`src/rtl/power_pkg.sv`:
```
// power_pkg: types and constants shared by the power_monitor block,
// its bus interface and its majority-vote sub-module.
package power_pkg;

   // Monitor sequencing states; IDLE is the power-up state.
   typedef enum logic [1:0] {
      ST_IDLE   = 2'd0,
      ST_SETTLE = 2'd1,
      ST_SAMPLE = 2'd2,
      ST_WAIT   = 2'd3
   } state_t;

   localparam int NUM_CH_DEFAULT = 7;

   // Comparator level that means "good" on an even channel; odd channels
   // are wired with the opposite polarity.
   localparam logic EVEN_EXPECT = 1'b1;

   function automatic logic maj3(input logic a, input logic b, input logic c);
      return (a & b) | (a & c) | (b & c);
   endfunction

   function automatic logic expect_level(input logic odd_ch);
      return odd_ch ? ~EVEN_EXPECT : EVEN_EXPECT;
   endfunction

endpackage

```
`src/rtl/power_monitor_if.sv`:
```
// power_monitor_if: channel-select / comparator inputs from the
// power-management stage, host clear, and the monitor's status outputs.
// Optional macro POWER_MONITOR_FAULT_LOG_EN adds the fault_scan field.
interface power_monitor_if
   import power_pkg::*;
#(
   parameter int NUM_CH = NUM_CH_DEFAULT
) ();
   logic [2:0]        sel;
   logic              data;
   logic              kill_sw;
   logic              clear;
   logic [NUM_CH-1:0] status;
   logic              status_valid;
   logic              fault;
   logic [2:0]        fault_ch;
   logic [15:0]       scan_count;
`ifdef POWER_MONITOR_FAULT_LOG_EN
   logic [15:0]       fault_scan;
`endif
   state_t            state;

   modport slave (
      input  sel, data, kill_sw, clear,
      output status, status_valid, fault, fault_ch, scan_count,
`ifdef POWER_MONITOR_FAULT_LOG_EN
      output fault_scan,
`endif
      output state
   );

   modport master (
      output sel, data, kill_sw, clear,
      input  status, status_valid, fault, fault_ch, scan_count,
`ifdef POWER_MONITOR_FAULT_LOG_EN
      input  fault_scan,
`endif
      input  state
   );
endinterface

```
`src/rtl/power_monitor_vote.sv`:
```
// power_monitor_vote: 3-sample majority voter for the comparator input.
// Handshake: result_valid is a single-cycle qualifier for result, raised
// the cycle after the third sample strobe; there is no ready/backpressure,
// the consumer must take result in that cycle. clr discards partial votes.
module power_monitor_vote
   import power_pkg::*;
(
   input  logic clk,
   input  logic rst_n,
   input  logic clr,
   input  logic data,
   input  logic sample,
   output logic result,
   output logic result_valid
);
   logic [1:0] cnt_q, cnt_d;
   logic       s0_q, s0_d;
   logic       s1_q, s1_d;
   logic       res_q, res_d;
   logic       vld_q, vld_d;

   // Collect two samples, vote on the third one as it arrives.
   always_comb begin
      cnt_d = cnt_q;
      s0_d  = s0_q;
      s1_d  = s1_q;
      res_d = res_q;
      vld_d = 1'b0;
      if (clr) begin
         cnt_d = 2'd0;
      end else if (sample) begin
         case (cnt_q)
            2'd0: begin
               s0_d  = data;
               cnt_d = 2'd1;
            end
            2'd1: begin
               s1_d  = data;
               cnt_d = 2'd2;
            end
            default: begin
               res_d = maj3(s0_q, s1_q, data);
               vld_d = 1'b1;
               cnt_d = 2'd0;
            end
         endcase
      end
   end

   // Voter state registers.
   always_ff @(posedge clk or negedge rst_n) begin
      if (!rst_n) begin
         cnt_q <= 2'd0;
         s0_q  <= 1'b0;
         s1_q  <= 1'b0;
         res_q <= 1'b0;
         vld_q <= 1'b0;
      end else begin
         cnt_q <= cnt_d;
         s0_q  <= s0_d;
         s1_q  <= s1_d;
         res_q <= res_d;
         vld_q <= vld_d;
      end
   end

   assign result       = res_q;
   assign result_valid = vld_q;
endmodule

```
`src/rtl/power_monitor.sv`:
```
// power_monitor: steps through the channel selected by the power-management
// stage, waits for the rail to settle, votes three comparator samples and
// records per-channel good/fault status plus a completed-scan counter.
// Optional macro POWER_MONITOR_FAULT_LOG_EN adds fault_scan, the scan_count
// value captured together with fault_ch.
module power_monitor
   import power_pkg::*;
#(
   parameter logic [9:0] SETTLE_CYCLES = 10'd512,
   parameter int         NUM_CH        = NUM_CH_DEFAULT
) (
   input  logic            clk,
   input  logic            reset_n,
   power_monitor_if.slave  bus
);
   localparam logic [2:0] LAST_CH = 3'(NUM_CH - 1);

   logic [1:0]        rst_sync_q, rst_sync_d;
   logic              rst_n;
   state_t            state_q, state_d;
   logic [2:0]        sel_q, sel_d;
   logic [9:0]        cnt_q, cnt_d;
   logic [1:0]        samp_q, samp_d;
   logic [NUM_CH-1:0] seen_q, seen_d;
   logic [NUM_CH-1:0] status_q, status_d;
   logic              fault_q, fault_d;
   logic [2:0]        fault_ch_q, fault_ch_d;
   logic [15:0]       scan_q, scan_d;
`ifdef POWER_MONITOR_FAULT_LOG_EN
   logic [15:0]       fault_scan_q, fault_scan_d;
`endif
   logic              sel_ok, sel_changed, restart, sample, pass;
   logic              vote_result, vote_valid;

   // Reset shift chain: clears immediately, releases two clocks later.
   always_comb rst_sync_d = {rst_sync_q[0], 1'b1};

   // Reset synchroniser flops.
   always_ff @(posedge clk or negedge reset_n) begin
      if (!reset_n) rst_sync_q <= 2'b00;
      else          rst_sync_q <= rst_sync_d;
   end

   assign rst_n       = rst_sync_q[1];
   assign sel_ok      = ({29'd0, bus.sel} < 32'(NUM_CH));
   assign sel_changed = (bus.sel != sel_q);

   power_monitor_vote u_vote (
      .clk          (clk),
      .rst_n        (rst_n),
      .clr          (state_q != ST_SAMPLE),
      .data         (bus.data),
      .sample       (sample),
      .result       (vote_result),
      .result_valid (vote_valid)
   );

   // Sequencer next state plus status / fault / scan bookkeeping.
   always_comb begin
      state_d    = state_q;
      sel_d      = sel_q;
      cnt_d      = cnt_q;
      samp_d     = samp_q;
      seen_d     = seen_q;
      status_d   = status_q;
      fault_d    = fault_q;
      fault_ch_d = fault_ch_q;
      scan_d     = scan_q;
`ifdef POWER_MONITOR_FAULT_LOG_EN
      fault_scan_d = fault_scan_q;
`endif
      restart = 1'b0;
      sample  = 1'b0;
      pass    = 1'b0;

      if (!bus.kill_sw) begin
         state_d = ST_IDLE;
      end else begin
         case (state_q)
            ST_IDLE: begin
               restart = 1'b1;
               seen_d  = '0;
            end
            ST_SETTLE: begin
               if (sel_changed)                          restart = 1'b1;
               else if (cnt_q == SETTLE_CYCLES - 10'd1)  state_d = ST_SAMPLE;
               else                                      cnt_d   = cnt_q + 10'd1;
            end
            ST_SAMPLE: begin
               if (sel_changed) begin
                  restart = 1'b1;
               end else begin
                  sample = 1'b1;
                  if (samp_q == 2'd2) state_d = ST_WAIT;
                  else                samp_d  = samp_q + 2'd1;
               end
            end
            default: begin
               if (sel_changed) restart = 1'b1;
            end
         endcase
      end

      // An out-of-range channel is latched but parked in WAIT unchecked.
      if (restart) begin
         sel_d   = bus.sel;
         cnt_d   = 10'd0;
         samp_d  = 2'd0;
         state_d = sel_ok ? ST_SETTLE : ST_WAIT;
      end

      if (bus.clear) begin
         fault_d    = 1'b0;
         fault_ch_d = 3'd0;
`ifdef POWER_MONITOR_FAULT_LOG_EN
         fault_scan_d = 16'd0;
`endif
      end

      // A completed vote overrides a coincident clear.
      if (vote_valid && bus.kill_sw) begin
         pass = (vote_result == expect_level(sel_q[0]));
         for (int i = 0; i < NUM_CH; i++) begin
            if (sel_q == 3'(i)) begin
               status_d[i] = pass;
               seen_d[i]   = 1'b1;
            end
         end
         if (!pass) begin
            fault_d = 1'b1;
            if (!fault_q || bus.clear) begin
               fault_ch_d = sel_q;
`ifdef POWER_MONITOR_FAULT_LOG_EN
               fault_scan_d = scan_q;
`endif
            end
         end
         if (sel_q == LAST_CH && scan_q != 16'hFFFF) scan_d = scan_q + 16'd1;
      end
   end

   // Sequencer and result registers.
   always_ff @(posedge clk or negedge rst_n) begin
      if (!rst_n) begin
         state_q    <= ST_IDLE;
         sel_q      <= 3'd0;
         cnt_q      <= 10'd0;
         samp_q     <= 2'd0;
         seen_q     <= '0;
         status_q   <= '0;
         fault_q    <= 1'b0;
         fault_ch_q <= 3'd0;
         scan_q     <= 16'd0;
`ifdef POWER_MONITOR_FAULT_LOG_EN
         fault_scan_q <= 16'd0;
`endif
      end else begin
         state_q    <= state_d;
         sel_q      <= sel_d;
         cnt_q      <= cnt_d;
         samp_q     <= samp_d;
         seen_q     <= seen_d;
         status_q   <= status_d;
         fault_q    <= fault_d;
         fault_ch_q <= fault_ch_d;
         scan_q     <= scan_d;
`ifdef POWER_MONITOR_FAULT_LOG_EN
         fault_scan_q <= fault_scan_d;
`endif
      end
   end

   assign bus.status       = status_q;
   assign bus.status_valid = &seen_q;
   assign bus.fault        = fault_q;
   assign bus.fault_ch     = fault_ch_q;
   assign bus.scan_count   = scan_q;
   assign bus.state        = state_q;
`ifdef POWER_MONITOR_FAULT_LOG_EN
   assign bus.fault_scan   = fault_scan_q;
`endif
endmodule

```
`src/flat_wrapper.sv`:
```
// flat-port wrapper written by rule: the top's interface ports become plain ports
module power_monitor_flat import power_pkg::*;
#(
   parameter logic [9:0] SETTLE_CYCLES = 10'd512,
   parameter int         NUM_CH        = NUM_CH_DEFAULT
)
  (clk, reset_n, bus_sel, bus_data, bus_kill_sw, bus_clear, bus_status, bus_status_valid, bus_fault, bus_fault_ch, bus_scan_count, bus_state);
  power_monitor_if #(.NUM_CH(NUM_CH)) bus_i ();
  input  logic clk;
  input  logic reset_n;
  input wire logic [$bits(bus_i.sel)-1:0] bus_sel;
  input wire logic [$bits(bus_i.data)-1:0] bus_data;
  input wire logic [$bits(bus_i.kill_sw)-1:0] bus_kill_sw;
  input wire logic [$bits(bus_i.clear)-1:0] bus_clear;
  output wire logic [$bits(bus_i.status)-1:0] bus_status;
  output wire logic [$bits(bus_i.status_valid)-1:0] bus_status_valid;
  output wire logic [$bits(bus_i.fault)-1:0] bus_fault;
  output wire logic [$bits(bus_i.fault_ch)-1:0] bus_fault_ch;
  output wire logic [$bits(bus_i.scan_count)-1:0] bus_scan_count;
  output wire logic [$bits(bus_i.state)-1:0] bus_state;
  assign bus_i.sel = bus_sel;
  assign bus_i.data = bus_data;
  assign bus_i.kill_sw = bus_kill_sw;
  assign bus_i.clear = bus_clear;
  assign bus_status = bus_i.status;
  assign bus_status_valid = bus_i.status_valid;
  assign bus_fault = bus_i.fault;
  assign bus_fault_ch = bus_i.fault_ch;
  assign bus_scan_count = bus_i.scan_count;
  assign bus_state = bus_i.state;
  power_monitor #(.SETTLE_CYCLES(SETTLE_CYCLES), .NUM_CH(NUM_CH)) u_core (.clk(clk), .reset_n(reset_n), .bus(bus_i));
endmodule
```
`config.mk`:
```
export PLATFORM = sky130hd
export DESIGN_NAME = power_monitor_flat
export DESIGN_NICKNAME = d
export VERILOG_FILES = /design/src/rtl/power_pkg.sv /design/src/rtl/power_monitor_if.sv /design/src/rtl/power_monitor_vote.sv /design/src/rtl/power_monitor.sv /design/src/flat_wrapper.sv
export SDC_FILE = /design/constraint.sdc
export NUM_CORES = 1
export LEC_CHECK = 0
export ABC_AREA = 1
export CAP_MARGIN = 20
export CORE_UTILIZATION = 45
export CTS_BUF_LIST = sky130_fd_sc_hd__clkbuf_16
export CTS_CLUSTER_DIAMETER = 120
export DETAILED_ROUTE_END_ITERATION = 8
export PLACE_DENSITY = 0.76
export REMOVE_ABC_BUFFERS = 1
export SLEW_MARGIN = 25
export SYNTH_ARGS = -nofsm -noshare
export SYNTH_HDL_FRONTEND = slang
export SYNTH_SLANG_ARGS = --single-unit
```
`constraint.sdc`:
```
create_clock -name clk -period 2.15 [get_ports clk]
set_clock_uncertainty 0.05 [all_clocks]
set_input_delay 0.3225 -clock clk [delete_from_list [all_inputs] [get_ports clk]]
set_output_delay 0.3225 -clock clk [all_outputs]
set_load 0.005 [all_outputs]
```
Word-level counts from Yosys, hierarchy flattened
Cells that the tools add are included.
{"block": "totals", "output_inout_bits": 30, "wordCells": 130, "input_bits": 8, "ff_bits": 59}
{"block": "op_classes", "muxes": 48, "n_reduce_logical": 27, "add_sub_neg": 3, "n_eq_ne": 23, "bitwise_logic": 7, "n_lt_le_gt_ge": 1}
{"operator": "$mux W10", "count": 5}
{"operator": "$mux W2", "count": 14}
{"operator": "$mux W7", "count": 3}
{"operator": "$mux W1", "count": 20}
{"operator": "$add A16 B1 Y16 const B", "count": 1}
{"operator": "$ne A16 B16 Y1 const B", "count": 1}
{"operator": "$reduce_and A2 Y1", "count": 8}
{"operator": "$mux W3", "count": 4}
{"operator": "$add A10 B1 Y10 const B", "count": 1}
{"operator": "$eq A10 B9 Y1 const B", "count": 1}
{"operator": "$eq A3 B3 Y1 const B", "count": 3}
{"operator": "$reduce_and A3 Y1", "count": 3}
{"operator": "$ne A4 B2 Y1 const B", "count": 2}
{"operator": "$ne A4 B4 Y1 const B", "count": 2}
{"operator": "$pmux W2 S2", "count": 2}
{"operator": "$reduce_and A4 Y1", "count": 2}
{"operator": "$reduce_bool A2 Y1", "count": 4}
{"operator": "$reduce_and A7 Y1", "count": 1}
{"operator": "$eq A3 B2 Y1 const B", "count": 2}
{"operator": "$reduce_and A5 Y1", "count": 1}
{"operator": "$eq A2 B1 Y1 const B", "count": 2}
{"operator": "$eq A2 B2 Y1 const B", "count": 2}
{"operator": "$logic_not A2 Y1", "count": 2}
{"operator": "$ne A2 B1 Y1 const B", "count": 2}
{"operator": "15 further kinds", "count": 21}

Depth between registers and ports, before layout
Gate-level depths: netlist of the first run.
{"block": "logic_depth", "word_depth": 6, "mapped_depth": 10, "mapped_depth_nobuf": 10}

Cells and area by module
Synthesis of the first run repeated with hierarchy kept, for this count alone.
{"block": "hier_totals", "cells_unflattened": 386, "area_unflattened_um2": 3051.7}
{"mod": "power_monitor", "n_inst": 1, "seq_area_each_um2": 1326.3, "cells_per_inst": 352, "area_per_inst_um2": 2781.4}
{"mod": "power_monitor_vote", "n_inst": 1, "seq_area_each_um2": 150.1, "cells_per_inst": 34, "area_per_inst_um2": 270.3}

Worst setup path before layout of the first run
Ideal clock, no wire load.
{"block": "synth_timing", "path_type": "register to register", "startpoint": "register u_core.scan_q[0], in the netlist u_core.bus.scan_count[0]", "endpoint": "register u_core.scan_q[0], in the netlist u_core.bus.scan_count[0]", "path_stages_with_launch": 9, "path_buffers": 1, "required_ns": 1.974, "setup_ns": 0.126, "synth_period_minus_slack_ns": 1.587, "t_arrival_ns": 1.411, "slack_ns": 0.563, "path_cell_list": "dfrtp_1 ha_1 nand2_1 nor2_2 nand4_2 nand2_2 nand2_4 buf_12 xor2_2"}
{"block": "synth_between", "elab_chain_len": 3}
{"item": "start: declaration", "line": "power_monitor.sv:28", "source": "logic [15:0] scan_q, scan_d;"}
{"item": "start signal: assignment", "line": "power_monitor.sv:166", "source": "scan_q <= scan_d;"}
{"item": "parallel branches: the longest is 3 deep, another holds $add A16 B1 Y16"}
Parallel ways; which one is timed is not known.
A chain may end at the register's enable or synchronous reset.

Worst setup path in the final report of the first run
{"block": "layout_timing", "startpoint": "register u_core.scan_q[0], in the netlist u_core.bus.scan_count[0]", "endpoint": "register u_core.scan_q[7], in the netlist u_core.bus.scan_count[7]"}
Same word-level chain as after synthesis.

==> qor.yml, run 1 <==
outcome: "complete, but fails checks"
violations: "design-rule violations"
drtAntennaViolNets: 0
post_cts_resized: 0
h-tree-depth: 3
ys_ff_latch: 59
ys.flop_type: "dfrtp_1"
cts_buffers: 9
cpMaxStageDelayCell: "dfrtp_1"
max_freq_ghz: 0.542
power_frac_seq_pct: 39.5
ys_seq_area_share_pct: 48.8
fillers: 556
synth_top_area_cell: "dfrtp_1"
setup_viol: 0
nets: 424
clkPwrFrac_pct: 54.7
rsz0062_at_grt: "false"
first_iter_violations: 146
worstSetupStartpointType: "register"
grt_pass1_vias: 2488
r2r_end: "u_core.bus.scan_count[7]$_DFFE_PN0P_"
die_h_um: 84.0
relSlewSlack_pct: 52.2
wl_per_cell_um: 12.8
period_share_pct: 85.9
dieArea_mm2: 0.00706
core_area_mm2: 0.00642
cts.clk_slew.worst_paths_ns: 0.05
preCtsSetupSlack_ns: 0.154
vias_per_cell: 5.03
swShare_pct: 21.3
grt-ovfl-total: 0
routed_wl_um: 6360
avgSynthCellArea_um2: 8.27
die_w_um: 84.0
place_area_mm2: 0.00347
finalMaxSlewViolations: 0
drive_gt1_share_pct: 10.8
critPathMaxFanout: 18
cts.path.max_buffers: 2
power_mw: 2.93
start_util_pct: 47.1
rr_startpoint: "u_core.bus.scan_count[0]$_DFFE_PN0P_"
synthArstFlopShare_pct: 100
track_usage_pct: 20.4
crit_path_cell_trace: "ha_1, nand2_1, nor2_2, nand4_2, nand2_2, nand2_4, buf_4, o21ai_2, o21ai_2"
setup-tns-final_ns: 0
cts_hold_buf: 0
synthCells: 366
postLayoutCellArea_mm2: 0.00380
p_leak_nw: 1.84
crit_required_ns: 2.31
first_pass_iters: 7
grt_max_degree: 58
yosysUniqueCellTypes: 34
cp.arrival_ns: 2.01
cp-end-kind: "register"
cts_tree: "built"
antenna_found_initial: 0
io-pin-count: 38
path_class: "register to register"
antennaDiodeCount: 0
min_path_type: "input pin to asynchronous set/reset pin"
p_sw_uw: 625
grt_pass1_wl_um: 11200
yosys-top-cells-area: "dfrtp_1 (49%), nand2_1 (15%), inv_1 (4.8%)"
cts-root-buf: "clkbuf_16"
powerDensity_mw_per_mm2: 770
insertion_delay_ns: 0.32
postCtsSetupRepairBufs: 0
synth_area_mm2: 0.00303
area_delta_synth_final_pct: 25.7
cpPeakStageDelay_ns: 0.45
clkSinkCount: 59
fin_util_pct: 59.2
reg2regPathDepth: 9
drcViolationCount: 4
internal-power_mw: 2.30
worstMarginPinSlew_ns: 0.717
pwr-share-comb_pct: 5.7
io_buffers: 37
r2r_slack_ns: 0.30
cap_violations: 0
num_rows: 29
gp_congestion: 0.850
num_vias: 2489
layout_setup_ws_ns: 0.304
finalCriticalPeriod_ns: 1.85
final-hold-violation-count: 0
max-vdd-ir-drop_v: 0.000402
synth_top_area_share_pct: 48.8
crit_path_frequent_cell: "o21ai_2"
dp_hpwl_um: 4390
yosysWarnings: 0
synth_edf_count: 0
-- per-stage QoR --
step                hold slack, ns  cells
floorplan                  -0.0231    361
global placement             0.288    479
finish                       0.107    495
global route                 0.107    495
CTS                         0.0971    495
detailed placement           0.294    479
-- power by group through the flow --
stage	Combinational [mW]	Clock, mW	Sequential (mW)
floorplan	0.0954	0	1.18
global placement	0.165	0	1.17
detailed placement	0.168	0	1.17
CTS	0.170	1.63	1.16
global route	0.195	1.69	1.16
finish	0.168	1.60	1.16
-- flip-flops by register name, indices dropped and copies added (netlist names) --
register	count
u_core.bus.fault	1
u_core.bus.fault_ch	3
u_core.bus.scan_count	16
u_core.bus.state	2
u_core.bus.status	7
u_core.cnt_q	10
u_core.rst_sync_q	2
u_core.samp_q	2
u_core.seen_q	7
u_core.sel_q	3
u_core.u_vote.cnt_q	2
u_core.u_vote.result	1
u_core.u_vote.result_valid	1
u_core.u_vote.s0_q	1
u_core.u_vote.s1_q	1
-- worst max-delay path by stage --
stage	end	slack (ns)	depth (start not counted)	from
3_5_place_dp	u_core.bus.scan_count[14]$_DFFE_PN0P_	0.15	8	bus_kill_sw
4_1_cts	u_core.bus.scan_count[7]$_DFFE_PN0P_	0.29	9	u_core.bus.scan_count[0]$_DFFE_PN0P_
3_3_place_gp	u_core.bus.scan_count[15]$_DFFE_PN0P_	0.18	8	bus_kill_sw
5_1_grt	u_core.bus.scan_count[7]$_DFFE_PN0P_	0.17	9	u_core.bus.scan_count[0]$_DFFE_PN0P_
6_report	u_core.bus.scan_count[7]$_DFFE_PN0P_	0.30	9	u_core.bus.scan_count[0]$_DFFE_PN0P_
2_1_floorplan	u_core.bus.fault$_DFF_PN0_	0.34	0	u_core.rst_sync_q[1]$_DFF_PN0_
-- worst max-delay path, delay by kind of cell, from the launching register on --
kind	cells	cell delay [ns]
compound gates	2	0.12
fa+ha+maj	1	0.25
flops	1	0.45
buf+inv	1	0.21
simple gates	5	0.66
-- Yosys cell counts (2+ instances only) --
cell type and count:
nand2_1 118, dfrtp_1 59, inv_1 39, nor2_1 27, nand3_1 22, o21ai_0 22
nand4_1 9, nor3_1 8, o21ai_1 7, xor2_1 7, xnor2_1 5, nand2_2 4
nand2_4 4, ha_1 3, inv_2 3, nand3_2 3, nor2_4 3, o21ai_2 3
a21oi_1 2, buf_4 2, nor2_2 2, o31ai_1 2
-- layout by cell type (no fill, tap or decap), types with 2 or more instances in the layout --
master	synthesis	final
nor3_1	8	8
nand2_1	118	118
nand3_1	22	22
ha_1	3	3
o31ai_1	2	2
nor2_2	2	2
clkdlybuf4s50_1	0	37
buf_4	2	4
xnor2_1	5	5
nand4_1	9	9
clkbuf_16	0	9
nand2_4	4	4
inv_1	39	39
xor2_1	7	7
inv_2	3	3
nor2_1	27	27
clkinv_1	0	3
nand3_2	3	3
bufinv_16	0	3
o21ai_2	3	3
o21ai_0	22	22
o21ai_1	7	7
nand2_2	4	4
a21oi_1	2	2
nor2_4	3	3
dfrtp_1	59	58
-- logic make-up (layout without fill, tap and decap cells) --
family	count (synthesis)	after routing	synth area share (%)
and+or+nand+nor	204	204	31.3
buffers and inverters	47	99	6.90
AOI/OAI and AO/OA	37	37	6.74
other	1	1	0.124
xor gates and xnor gates	14	14	4.55
adders and majority gates	4	4	1.57
DFF	59	59	48.8
-- per-layer routing --
| metal | vias to the layer above | global-route usage, % | share of wire (%) |
|---|---|---|---|
| met2 | 56 | 32.5 | 47 |
| met4 | 0 | 9.40 | 1.4 |
| li1 | 1261 | - | - |
| met5 | - | 0 | 0 |
| met1 | 1165 | 26.3 | 47 |
| met3 | 7 | 4.65 | 4.1 |
-- cell type report --
class                      instances  area, um^2  share of cell area (%)
inverter                          42         158                    4.14
multi-input combinational        260        1340                    35.3
tap                               77        96.3                    2.53
clock buffer                       9         225                    5.92
sequential                        59        1480                    38.8
timing repair buffer              41         400                    10.5
clock inverter                     7         106                    2.80
No activity file was read; power rests on OpenSTA's default activity.
==> inputs of run 2 (changes only) <==
--- a/config.mk
+++ b/config.mk
@@ -11,6 +11,7 @@
 export CTS_BUF_LIST = sky130_fd_sc_hd__clkbuf_16
 export CTS_CLUSTER_DIAMETER = 120
 export DETAILED_ROUTE_END_ITERATION = 8
+export GPL_ROUTABILITY_DRIVEN = 0
 export PLACE_DENSITY = 0.76
 export REMOVE_ABC_BUFFERS = 1
 export SLEW_MARGIN = 25
==> qor.yml, run 2 (same netlist as run 1, synthesis figures left out) <==
path_buf_inv: 1  # unchanged
setup_viol: 0  # unchanged
crit_required_ns: 2.31  # about the same
io_buffers: 37  # unchanged
grt_max_degree: 23  # was 58
rsz0062_at_grt: "false"  # unchanged
outcome: "complete, but fails checks"  # unchanged
cts_tree: "built"  # unchanged
p_leak_nw: 1.82  # was 1.84 nW
finalMaxSlewViolations: 0  # unchanged
grt-ovfl-total: 0  # unchanged
violations: "design-rule violations"  # unchanged
finalCriticalPeriod_ns: 1.86  # was 1.85 ns
h-tree-depth: 3  # unchanged
cpMaxStageDelayCell: "dfrtp_1"  # unchanged
period_share_pct: 86.4  # was 85.9%
dp_hpwl_um: 4550  # was 4390 um
critPathMaxFanout: 17  # was 18
global_route.usage.met1_pct: 25.4  # was 26.3%
cts_hold_buf: 0  # unchanged
final-hold-violation-count: 0  # unchanged
crit_path_cell_trace: "ha_1, nand2_1, nor2_2, nand4_2, nand2_2, nand2_4, buf_4, o21ai_2, o21ai_2"  # unchanged
core_area_mm2: 0.00642  # unchanged
post_cts_resized: 0  # unchanged
grt_pass1_wl_um: 11000  # was 11200 um
worstSetupStartpointType: "register"  # unchanged
clkSinkCount: 59  # unchanged
die_w_um: 84.0  # unchanged
cpLargestDelayFamily: "simple AND/OR/NAND/NOR gates"  # unchanged
vias_per_cell: 5.12  # was 5.03
first_pass_iters: 7  # unchanged
grt_pass1_vias: 2397  # was 2488
top_usage_layer: "met2"  # unchanged
mostFrequentLayoutCells: "nand2_1 (118), dfrtp_1 (58), inv_1 (41)"  # was nand2_1 (118), dfrtp_1 (58), inv_1 (39)
cts_buffers: 9  # unchanged
layout_setup_ws_ns: 0.293  # was 0.304 ns
use_met2_pct: 31.2  # was 32.5%
wl_per_cell_um: 12.5  # was 12.8 um
num_rows: 29  # unchanged
routed_wl_um: 6200  # was 6360 um
crit_path_frequent_cell: "o21ai_2"  # unchanged
drtAntennaViolNets: 0  # unchanged
cts-root-buf: "clkbuf_16"  # unchanged
setup-tns-final_ns: 0  # unchanged
insertion_delay_ns: 0.32  # about the same
cp-end-kind: "register"  # unchanged
min_path_type: "input pin to asynchronous set/reset pin"  # unchanged
path_class: "register to register"  # unchanged
drive_gt1_share_pct: 10.8  # unchanged
first_iter_violations: 82  # was 146
area_delta_synth_final_pct: 23.3  # was 25.7%
max_freq_ghz: 0.539  # was 0.542 GHz
die_h_um: 84.0  # unchanged
cp.arrival_ns: 2.01  # about the same
postCtsSetupRepairBufs: 0  # unchanged
powerDensity_mw_per_mm2: 677  # was 770 mW/mm^2
cap_violations: 0  # unchanged
hold_slack_ns: 0.111  # was 0.107 ns
cpPeakStageDelay_ns: 0.43  # was 0.45 ns
preCtsSetupSlack_ns: 0.145  # was 0.154 ns
max-vdd-ir-drop_v: 0.000555  # was 0.000402 V
power_mw: 2.53  # was 2.93 mW
use_met3_pct: 6.82  # was 4.65%
largest_register_ffs: 16  # unchanged
start_util_pct: 47.1  # unchanged
num_vias: 2534  # was 2489
io-pin-count: 38  # unchanged
antenna_found_initial: 0  # unchanged
nets: 425  # was 424
track_usage_pct: 19.8  # was 20.4%
mostFrequentLayoutCell: "nand2_1"  # unchanged
cts.path.max_buffers: 2  # unchanged
antennaDiodeCount: 0  # unchanged
drcViolationCount: 4  # unchanged
dieArea_mm2: 0.00706  # unchanged
cts.clk_slew.worst_paths_ns: 0.05  # about the same
run 2: changes by cell type in the layout (fill, tap and decap cells not counted), sizes merged:
cell / delta
bufinv: -3
inv: +2
buf: +1
run 2: power breakdown:
group          internal [mW]  leakage [nW]  switching [mW]  total (mW)
logic                 0.0597         0.905           0.102       0.162
registers               1.13         0.779          0.0328        1.16
clock network          0.751         0.135           0.452        1.20
total                   1.94          1.82           0.587        2.53
run 2: path summary, 6_finish.rpt:
kind,start,to,slack (ns),cells past startpoint
max,u_core.bus.scan_count[0]$_DFFE_PN0P_,u_core.bus.scan_count[7]$_DFFE_PN0P_,0.29,9
min,reset_n,u_core.rst_sync_q[0]$_DFF_PN0_,0.11,1
max reg2reg,u_core.bus.scan_count[0]$_DFFE_PN0P_,u_core.bus.scan_count[7]$_DFFE_PN0P_,0.29,9
min reg2reg,u_core.rst_sync_q[1]$_DFF_PN0_,u_core.bus.scan_count[11]$_DFFE_PN0P_,0.16,0
max in group asynchronous,u_core.rst_sync_q[1]$_DFF_PN0_,u_core.seen_q[4]$_DFF_PN0_,1.24,1
min in group clk,u_core.rst_sync_q[0]$_DFF_PN0_,u_core.rst_sync_q[1]$_DFF_PN0_,0.30,0
run 2: per-stage QoR:
stage	cell area (um^2)	utilization [%]	instances
2_1_floorplan	2980	-	361
3_3_place_gp	3480	54.2	480
3_5_place_dp	3480	54.2	480
4_1_cts	3730	58.1	495
5_1_grt	3730	58.1	495
6_report	3730	58.1	495
run 2: cell type report:
class,count,area [um^2]
clock inverters,6,26.3
clock buffers,9,225
well taps,77,96.3
multi-input cells,260,1340
fillers,579,2690
repair buffers,42,408
flip-flops and latches,59,1480
inverters,42,158
run 2: layer usage:
layer  part of all wire (%)  wire length, um  up-vias
met3                    5.0              311        6
met5                      0                0        -
met1                     46             2880     1201
met4                    1.3               83        0
met2                     47             2930       68
li1                       -                -     1259
